[config.mk]
export PLATFORM = sky130hd
export DESIGN_NAME = dcache_direct
export DESIGN_NICKNAME = d
export VERILOG_FILES = /design/src/rtl/dcache_direct.sv
export SDC_FILE = /design/constraint.sdc
export NUM_CORES = 1
export LEC_CHECK = 0
export BUFFER_PORTS_ARGS = -buffer_cell sky130_fd_sc_hd__buf_2
export CAP_MARGIN = 20
export CORE_AREA = 8 8 278 280
export DETAILED_ROUTE_END_ITERATION = 10
export DIE_AREA = 0 0 286 288
export GPL_ROUTABILITY_DRIVEN = 0
export HOLD_SLACK_MARGIN = 0.06
export PLACE_DENSITY = 0.75
export SLEW_MARGIN = 20
export SYNTH_ARGS = -nofsm -noshare
export SYNTH_HDL_FRONTEND = slang
export SYNTH_SLANG_ARGS = --single-unit
[constraint.sdc]
create_clock -name clk -period 5.05 [get_ports clk]
set_clock_uncertainty 0.2 [all_clocks]
set_input_delay 0.2525 -clock clk [delete_from_list [all_inputs] [get_ports clk]]
set_output_delay 0.2525 -clock clk [all_outputs]
set_load 0.05 [all_outputs]
[src/rtl/dcache_direct.sv]
// dcache_direct: direct-mapped, write-through, no-write-allocate data cache
// sitting between the CPU memory stage and data_mem. One 32-bit word per line.
// Read misses stall for two cycles (miss-detect cycle + FILL cycle).
// Optional build macro DCACHE_STATS_EN adds hit_count / miss_count outputs.
//
// Handshake: the CPU presents a/re/we/memcontrol for a cycle; while stall is
// high it must hold a/re/memcontrol stable, and the access completes in the
// first cycle that stall is low.
module dcache_direct #(
    parameter int ADDRESS_WIDTH = 32,
    parameter int DATA_WIDTH    = 32,
    parameter int INDEX_BITS    = 4
) (
    input  logic                     clk,
    input  logic                     rst,
    input  logic [ADDRESS_WIDTH-1:0] a,
    input  logic                     re,
    input  logic                     we,
    input  logic [DATA_WIDTH-1:0]    writedata,
    input  logic [2:0]               memcontrol,
    input  logic                     flush,
    output logic [DATA_WIDTH-1:0]    readdata,
    output logic                     stall,
    output logic [ADDRESS_WIDTH-1:0] mem_a,
    output logic                     mem_we,
    output logic [DATA_WIDTH-1:0]    mem_writedata,
    output logic [2:0]               mem_memcontrol,
    input  logic [DATA_WIDTH-1:0]    mem_readdata
`ifdef DCACHE_STATS_EN
    ,
    output logic [31:0]              hit_count,
    output logic [31:0]              miss_count
`endif
);

    localparam int LINES = 1 << INDEX_BITS;
    localparam int TAG_W = ADDRESS_WIDTH - INDEX_BITS - 2;

    localparam logic [0:0] S_IDLE = 1'b0;
    localparam logic [0:0] S_FILL = 1'b1;

    // Line storage
    logic [LINES-1:0]      r_valid;
    logic [TAG_W-1:0]      r_tag  [LINES];
    logic [DATA_WIDTH-1:0] r_data [LINES];
    logic [0:0]            r_state;

    // Address decode and lookup
    logic [1:0]            w_offset;
    logic [INDEX_BITS-1:0] w_index;
    logic [TAG_W-1:0]      w_tag;
    logic [DATA_WIDTH-1:0] w_line;
    logic                  w_hit;
    logic                  w_idle;
    logic                  w_wr;
    logic                  w_rd;
    logic                  w_rd_hit;
    logic                  w_rd_miss;
    logic                  w_code_ok;
    logic [7:0]            w_byte;
    logic [15:0]           w_half;
    logic [DATA_WIDTH-1:0] w_ext;
    logic [DATA_WIDTH-1:0] w_merged;

    assign w_offset = a[1:0];
    assign w_index  = a[INDEX_BITS+1:2];
    assign w_tag    = a[ADDRESS_WIDTH-1:INDEX_BITS+2];
    assign w_line   = r_data[w_index];
    assign w_hit    = r_valid[w_index] && (r_tag[w_index] == w_tag);

    // A write takes priority over a read; flush forces a concurrent read to miss.
    assign w_idle    = (r_state == S_IDLE);
    assign w_wr      = w_idle && we && !rst;
    assign w_rd      = w_idle && re && !we && !rst;
    assign w_rd_hit  = w_rd && w_hit && !flush;
    assign w_rd_miss = w_rd && !(w_hit && !flush);
    assign w_code_ok = (memcontrol == 3'b000) || (memcontrol == 3'b001) ||
                       (memcontrol == 3'b010);

    // Stall on a detected miss and throughout FILL; reset always releases it.
    assign stall = !rst && ((r_state == S_FILL) || w_rd_miss);

    // Load extraction from the cached word (offset 0 is the most significant byte)
    always_comb begin
        w_byte = 8'h00;
        case (w_offset)
            2'd0:    w_byte = w_line[31:24];
            2'd1:    w_byte = w_line[23:16];
            2'd2:    w_byte = w_line[15:8];
            default: w_byte = w_line[7:0];
        endcase
        w_half = a[1] ? w_line[15:0] : w_line[31:16];
        w_ext  = 32'hdeadbeef;
        case (memcontrol)
            3'b000:  w_ext = {{24{w_byte[7]}}, w_byte};
            3'b100:  w_ext = {24'h000000, w_byte};
            3'b001:  w_ext = {{16{w_half[15]}}, w_half};
            3'b101:  w_ext = {16'h0000, w_half};
            3'b010:  w_ext = w_line;
            default: w_ext = 32'hdeadbeef;
        endcase
        readdata = re ? w_ext : '0;
    end

    // Store merge: replace only the bytes data_mem would write
    always_comb begin
        w_merged = w_line;
        case (memcontrol)
            3'b000: begin
                case (w_offset)
                    2'd0:    w_merged[31:24] = writedata[7:0];
                    2'd1:    w_merged[23:16] = writedata[7:0];
                    2'd2:    w_merged[15:8]  = writedata[7:0];
                    default: w_merged[7:0]   = writedata[7:0];
                endcase
            end
            3'b001: begin
                if (a[1]) w_merged[15:0]  = writedata[15:0];
                else      w_merged[31:16] = writedata[15:0];
            end
            3'b010:  w_merged = writedata;
            default: w_merged = w_line;
        endcase
    end

    // data_mem bus: writes go straight through, FILL fetches the aligned word
    always_comb begin
        mem_we         = 1'b0;
        mem_a          = a;
        mem_memcontrol = 3'b010;
        mem_writedata  = writedata;
        if (r_state == S_FILL) begin
            mem_a = {a[ADDRESS_WIDTH-1:2], 2'b00};
        end else if (w_wr) begin
            mem_we         = 1'b1;
            mem_memcontrol = memcontrol;
        end
    end

    // FSM and valid bits: reset/flush clear, FILL validates, odd-size store hit invalidates
    always_ff @(posedge clk) begin
        if (rst) begin
            r_state <= S_IDLE;
            r_valid <= '0;
        end else begin
            case (r_state)
                S_IDLE: begin
                    if (flush) begin
                        r_valid <= '0;
                    end else if (w_wr && w_hit && !w_code_ok) begin
                        r_valid[w_index] <= 1'b0;
                    end
                    if (w_rd_miss) begin
                        r_state <= S_FILL;
                    end
                end
                default: begin
                    r_valid[w_index] <= 1'b1;
                    r_state          <= S_IDLE;
                end
            endcase
        end
    end

    // Line data and tag: loaded on FILL, patched by store hits
    always_ff @(posedge clk) begin
        if (!rst) begin
            if (r_state == S_FILL) begin
                r_data[w_index] <= mem_readdata;
                r_tag[w_index]  <= w_tag;
            end else if (w_wr && w_hit && w_code_ok) begin
                r_data[w_index] <= w_merged;
            end
        end
    end

`ifdef DCACHE_STATS_EN
    logic [31:0] r_hit_count;
    logic [31:0] r_miss_count;

    // Hit/miss counters, cleared by reset or an accepted flush
    always_ff @(posedge clk) begin
        if (rst || (w_idle && flush)) begin
            r_hit_count  <= '0;
            r_miss_count <= '0;
        end else begin
            if (w_rd_hit)  r_hit_count  <= r_hit_count + 32'd1;
            if (w_rd_miss) r_miss_count <= r_miss_count + 32'd1;
        end
    end

    assign hit_count  = r_hit_count;
    assign miss_count = r_miss_count;
`endif

endmodule

==> results of run 1 <==
-- critical path: stages, from the launching register on --
cell           delay [ns]
edfxtp_1             0.40
mux4_2               0.48
nand2_1              0.11
o311a_1              0.17
a31oi_1              0.09
or4_4                0.62
a2111oi_4            0.49
nand4b_4             0.24
nor2_4               0.17
buf_4                0.34
mux2_4               0.35
dlygate4sd3_1        0.78
-- metrics by stage --
stage | area [sq um] | hold slack, ns | utilization | power [mW] | cells
after floorplan | 39800 | 0.129 | - | 9.67 | 2101
after global placement | 41800 | 0.316 | 0.576 | 10.0 | 3158
after detailed placement | 41800 | 0.324 | 0.576 | 10.0 | 3158
after CTS | 45500 | 0.0676 | 0.626 | 16.8 | 3392
after global routing | 45500 | 0.103 | 0.627 | 17.2 | 3392
final | 45500 | 0.122 | 0.627 | 16.7 | 3392
-- layer usage --
metal,vias to the layer above,part of all wire
met5,-,0
met4,0,0.032
met3,232,0.098
met2,1413,0.49
met1,11300,0.38
li1,9096,-
-- sequential cells by signal (all words and copies together) (netlist names) --
name and count:
r_data 512, r_valid 16, r_state 1, r_tag 416
-- cell type report --
type	instances	share of cell area
flip-flops and latches	945	0.620
multi-input cells	956	0.230
repair buffers	351	0.0565
clock buffers	116	0.0535
well taps	959	0.0264
clock inverters	54	0.0128
inverters	11	0.000908
-- cells in the mapped netlist, types with 18 or more instances --
| cell | instances | area share |
|---|---|---|
| nand2_1 | 65 | 0.0061 |
| o21ai_0 | 55 | 0.0069 |
| a221oi_1 | 18 | 0.0040 |
| mux2_2 | 67 | 0.019 |
| buf_4 | 79 | 0.015 |
| mux4_2 | 219 | 0.12 |
| nor2_1 | 59 | 0.0056 |
| edfxtp_1 | 928 | 0.70 |
| a21oi_1 | 65 | 0.0082 |
| nor3_1 | 36 | 0.0045 |
| mux2i_1 | 143 | 0.036 |
| buf_2 | 24 | 0.0030 |
| clkbuf_1 | 56 | 0.0053 |
| a22oi_1 | 37 | 0.0070 |
-- power breakdown --
part           internal (mW)  switching (mW)  leakage, nW
clock network           3.86            2.93         1.45
registers               8.62         0.00558         8.48
logic                  0.459           0.845         5.26
-- logic make-up after synthesis --
| kind of cell | count (synthesis) | share of synthesized area |
|---|---|---|
| buf+inv | 200 | 0.0314 |
| xor+xnor | 25 | 0.00550 |
| mux | 434 | 0.181 |
| compound gates | 271 | 0.0455 |
| flops | 945 | 0.709 |
| simple gates | 226 | 0.0278 |
-- path summary, 6_finish.rpt --
path,startpoint,endpoint,slack (ns),cells past startpoint
setup / recovery,r_tag[8][7],r_data[1][30],0.21,11
hold / removal,writedata[24],r_data[1][24],0.12,4
setup reg to reg,r_tag[8][7],r_data[1][30],0.21,11
hold reg to reg,r_valid[11],r_valid[11],0.35,2
==> flow_summary.json, run 1 <==
{
  "fmax_ghz": 0.207,
  "cp_max_fo": 16,
  "portBuffers": 204,
  "die_w_um": 286,
  "cts_max_path_buffers": 3,
  "drive_gt1_frac": 0.310,
  "cts_htree_levels": 3,
  "leakage_nw": 15.2,
  "drt-pass1-iter-count": 8,
  "grt_pass1_vias": 22500,
  "synth-main-ff-cell": "edfxtp_1",
  "antenna_found_initial": 0,
  "drv_slew": 0,
  "seq_area_sq_um": 28200,
  "syn-num-nets": 2205,
  "dieArea_sq_um": 82400,
  "tritoncts": "built",
  "final_common_cell": "edfxtp_1",
  "synth.distinct_cells": 73,
  "grtUsageMet1": 0.319,
  "syn_area_sq_um": 39800,
  "core_sq_um": 72600,
  "fin_crit_sh": 0.959,
  "critPathLaunchType": "flop",
  "rsz0062_at_grt": "false",
  "grt_max_degree": 69,
  "ctsResizeCount": 0,
  "viasPerCell": 6.51,
  "use_met3": 0.0494,
  "netlist_instances": 2101,
  "drc": 0,
  "status": "finished, final reports clean",
  "worstPathArrival_ns": 4.93,
  "syn_avg_cell_area_sq_um": 18.9,
  "clock_sinks": 945,
  "fin_nets": 2461,
  "routed_wl_mm": 101,
  "synth_edf_count": 928,
  "num_vias": 22100,
  "post_cts_buffers": 0,
  "synth-async-reset-ratio": 0,
  "grt-ovfl-total": 0,
  "vdd_drop_max_v": 0.000353,
  "drt_iter0_markers": 2617,
  "grt_busiest_layer": "met2",
  "holdBufCountCts": 64,
  "worstSetupEndpointType": "flop",
  "yosysWarnings": 0,
  "dpl.hpwl_mm": 57.9,
  "timing.final.ws_setup_ns": 0.209,
  "synth-seq-cells": 945,
  "setup_viol": 0,
  "n_fill_cell": 4941,
  "grt_use_met2": 0.398,
  "syn_to_final_growth_pct": 14.3,
  "timing.setup.tns_ns": 0,
  "numCtsBuffers": 92,
  "maxCapViolCount": 0,
  "multi_input_area_sq_um": 10500,
  "cp.required_ns": 5.13,
  "relSlewSlack": 0.302,
  "hp-class": "in -> reg",
  "grt_first_pass_wirelength_mm": 147,
  "die_y_um": 288,
  "dpl_worst_slack_ns": 0.513,
  "finalHoldViolCount": 0,
  "wire_per_inst_um": 29.7,
  "grt_use_total": 0.240,
  "clkLatencyLatePin_ns": 0.67,
  "ioPinCount": 205,
  "worstSetupPathType": "reg -> reg",
  "final_cell_mix": "928 x edfxtp_1, 219 x mux4_2, 200 x buf_2",
  "antenna_cells": 0,
  "root_buffer": "clkbuf_16",
  "start_util": 0.548,
  "fp-row-count": 99,
  "post-route-min-period_ns": 4.84,
  "power-per-cell-area_nw_per_um2": 368,
  "seq_area_frac_synth": 0.709,
  "postRouteAntennaNets": 0,
  "tightest_slew_ns": 1.04,
  "clkTransAtPathRegs_ns": 0.06
}
Power figures use the tool's default switching activity.
==> run 2: changes to the inputs <==
GPL_TIMING_DRIVEN = 0   (was default)
==> run 2 against run 1 <==
Count of clock-buffer cells in the layout fell by 5. Worst setup slack got worse by 0.17 ns. Combinational power rose by 9%. Cell count rose by 5.1%. Sequential power barely moved. Die area did not move. Largest cell class unchanged. Largest power group unchanged. Highest routed layer unchanged.
==> flow_summary.json, run 2 (synthesis results as in run 1) <==
{
  "fp-row-count": 99,
  "drt-pass1-iter-count": 6,
  "placedInstanceArea_sq_um": 42800,
  "worstSetupEndpointType": "primary output",
  "die_w_um": 286,
  "drv_slew": 0,
  "grt_pass1_vias": 23900,
  "tightest_slew_ns": 1.19,
  "vdd_drop_max_v": 0.000351,
  "cp_num_buf_inv": 7,
  "relSlewSlack": 0.207,
  "largest_register": "r_data",
  "worstSetupPathType": "in -> out",
  "cp_slowest_cell": "clkbuf_2",
  "critPathLaunchType": "primary input",
  "dpl.hpwl_mm": 70.3,
  "maxCapViolCount": 0,
  "viasPerCell": 6.63,
  "fin_nets": 2632,
  "post-route-min-period_ns": 5.01,
  "core_sq_um": 72600,
  "rsz0062_at_grt": "false",
  "final_common_cell": "edfxtp_1",
  "power-per-cell-area_nw_per_um2": 373,
  "p_total_mw": 17.4,
  "largest_register_ffs": 512,
  "timing.setup.tns_ns": 0,
  "leakage_nw": 16.0,
  "finalHoldViolCount": 0,
  "timing.final.ws_setup_ns": 0.0405,
  "final_cell_mix": "928 x edfxtp_1, 241 x buf_2, 219 x mux4_2",
  "cts_htree_levels": 3,
  "dieArea_sq_um": 82400,
  "clkLatencyLatePin_ns": 0.67,
  "ioPinCount": 205,
  "drt_iter0_markers": 3389,
  "clock_sinks": 945,
  "start_util": 0.548,
  "num_vias": 23600,
  "hp-class": "in -> reg",
  "numCtsBuffers": 93,
  "whs_ns": 0.120,
  "setup_viol": 0,
  "postRouteAntennaNets": 0,
  "root_buffer": "clkbuf_16",
  "stdcell_area_sq_um": 46700,
  "worstPathCellList": "buf_2 -> buf_4 -> buf_4 -> buf_4 -> buf_2 -> clkbuf_2 -> mux4_2 -> mux4_2 -> mux2_2 -> a222oi_1 -> nor2_1 -> buf_2",
  "status": "finished, final reports clean",
  "tritoncts": "built",
  "portBuffers": 200,
  "drc": 0,
  "post-route-util": 0.643,
  "grt_first_pass_wirelength_mm": 161,
  "fin_crit_sh": 0.992,
  "cp_max_fo": 19,
  "syn_to_final_growth_pct": 17.3,
  "largestRegisters": "r_data (512), r_tag (416), r_valid (16)",
  "antenna_found_initial": 0,
  "grt_use_total": 0.268,
  "die_y_um": 288,
  "worstPathArrival_ns": 4.56,
  "dp.cells": 3330,
  "clkTransAtPathRegs_ns": 0.06,
  "wire_per_inst_um": 31.5,
  "critPathTopFamily": "buffers and inverters",
  "finalNonFillerCells": 3566,
  "routed_wl_mm": 112,
  "grt_max_degree": 33,
  "critPathMaxStageDelay_ns": 0.71,
  "grt-ovfl-total": 0,
  "drive_gt1_frac": 0.336,
  "dpl_worst_slack_ns": -1.20,
  "rrSetupSlack_ns": 0.35,
  "cts_max_path_buffers": 3,
  "fmax_ghz": 0.200,
  "cp.required_ns": 4.60
}
[run 2: layout make-up]
cell class	count	area, sq um
Inverter	11	41.3
Fill cell	4862	25900
Sequential cell	945	28200
Timing Repair Buffer	333	2190
Tap cell	959	1200
Antenna cell	1	2.50
Clock inverter	62	797
Buffer	188	1220
Multi-Input combinational cell	956	10500
Clock buffer	111	2460
[run 2: power by group]
| group | switching (mW) | internal, mW | total, mW |
|---|---|---|---|
| Sequential | 0.00409 | 8.62 | 8.63 |
| Clock | 3.02 | 4.32 | 7.33 |
| Combinational | 0.921 | 0.501 | 1.42 |
| Total | 3.94 | 13.4 | 17.4 |
[run 2: worst register-to-register path: stages (launching register included)]
cell and delay, ns:
edfxtp_1 0.39, mux4_2 0.49, mux4_2 0.48, xor2_1 0.18, a2111oi_0 0.57, and4_1 0.33, nand4b_4 0.24, nor2_4 0.20
buf_6 0.23, buf_4 0.26, o21a_4 0.70
[run 2: per-layer routing]
metal / share of wire / up-vias / wire, um / global-route usage
met4: 0.046 / 0 / 5200 / 0.115
met3: 0.12 / 367 / 12900 / 0.0603
met5: 0 / - / 0 / 0
li1: - / 9432 / - / -
met2: 0.47 / 1846 / 53300 / 0.432
met1: 0.36 / 12000 / 40900 / 0.351
[run 2: final timing paths]
kind                      start       endpoint  cells past startpoint
setup / recovery           a[3]    readdata[4]                     12
setup reg to reg   r_tag[8][22]  r_data[15][1]                     10
hold reg to reg      r_valid[1]     r_valid[1]                      2
hold / removal    writedata[22]  r_data[2][22]                      4
[run 2: repair_timing]
action / CTS / global route
hold buffers: 63 / 0
gates cloned: 0 / 0
setup buffers: 0 / 0
endpoints found under the hold margin: 929 / 0
resized for setup: 8 / 14
setup endpoints to repair: 168 / 89
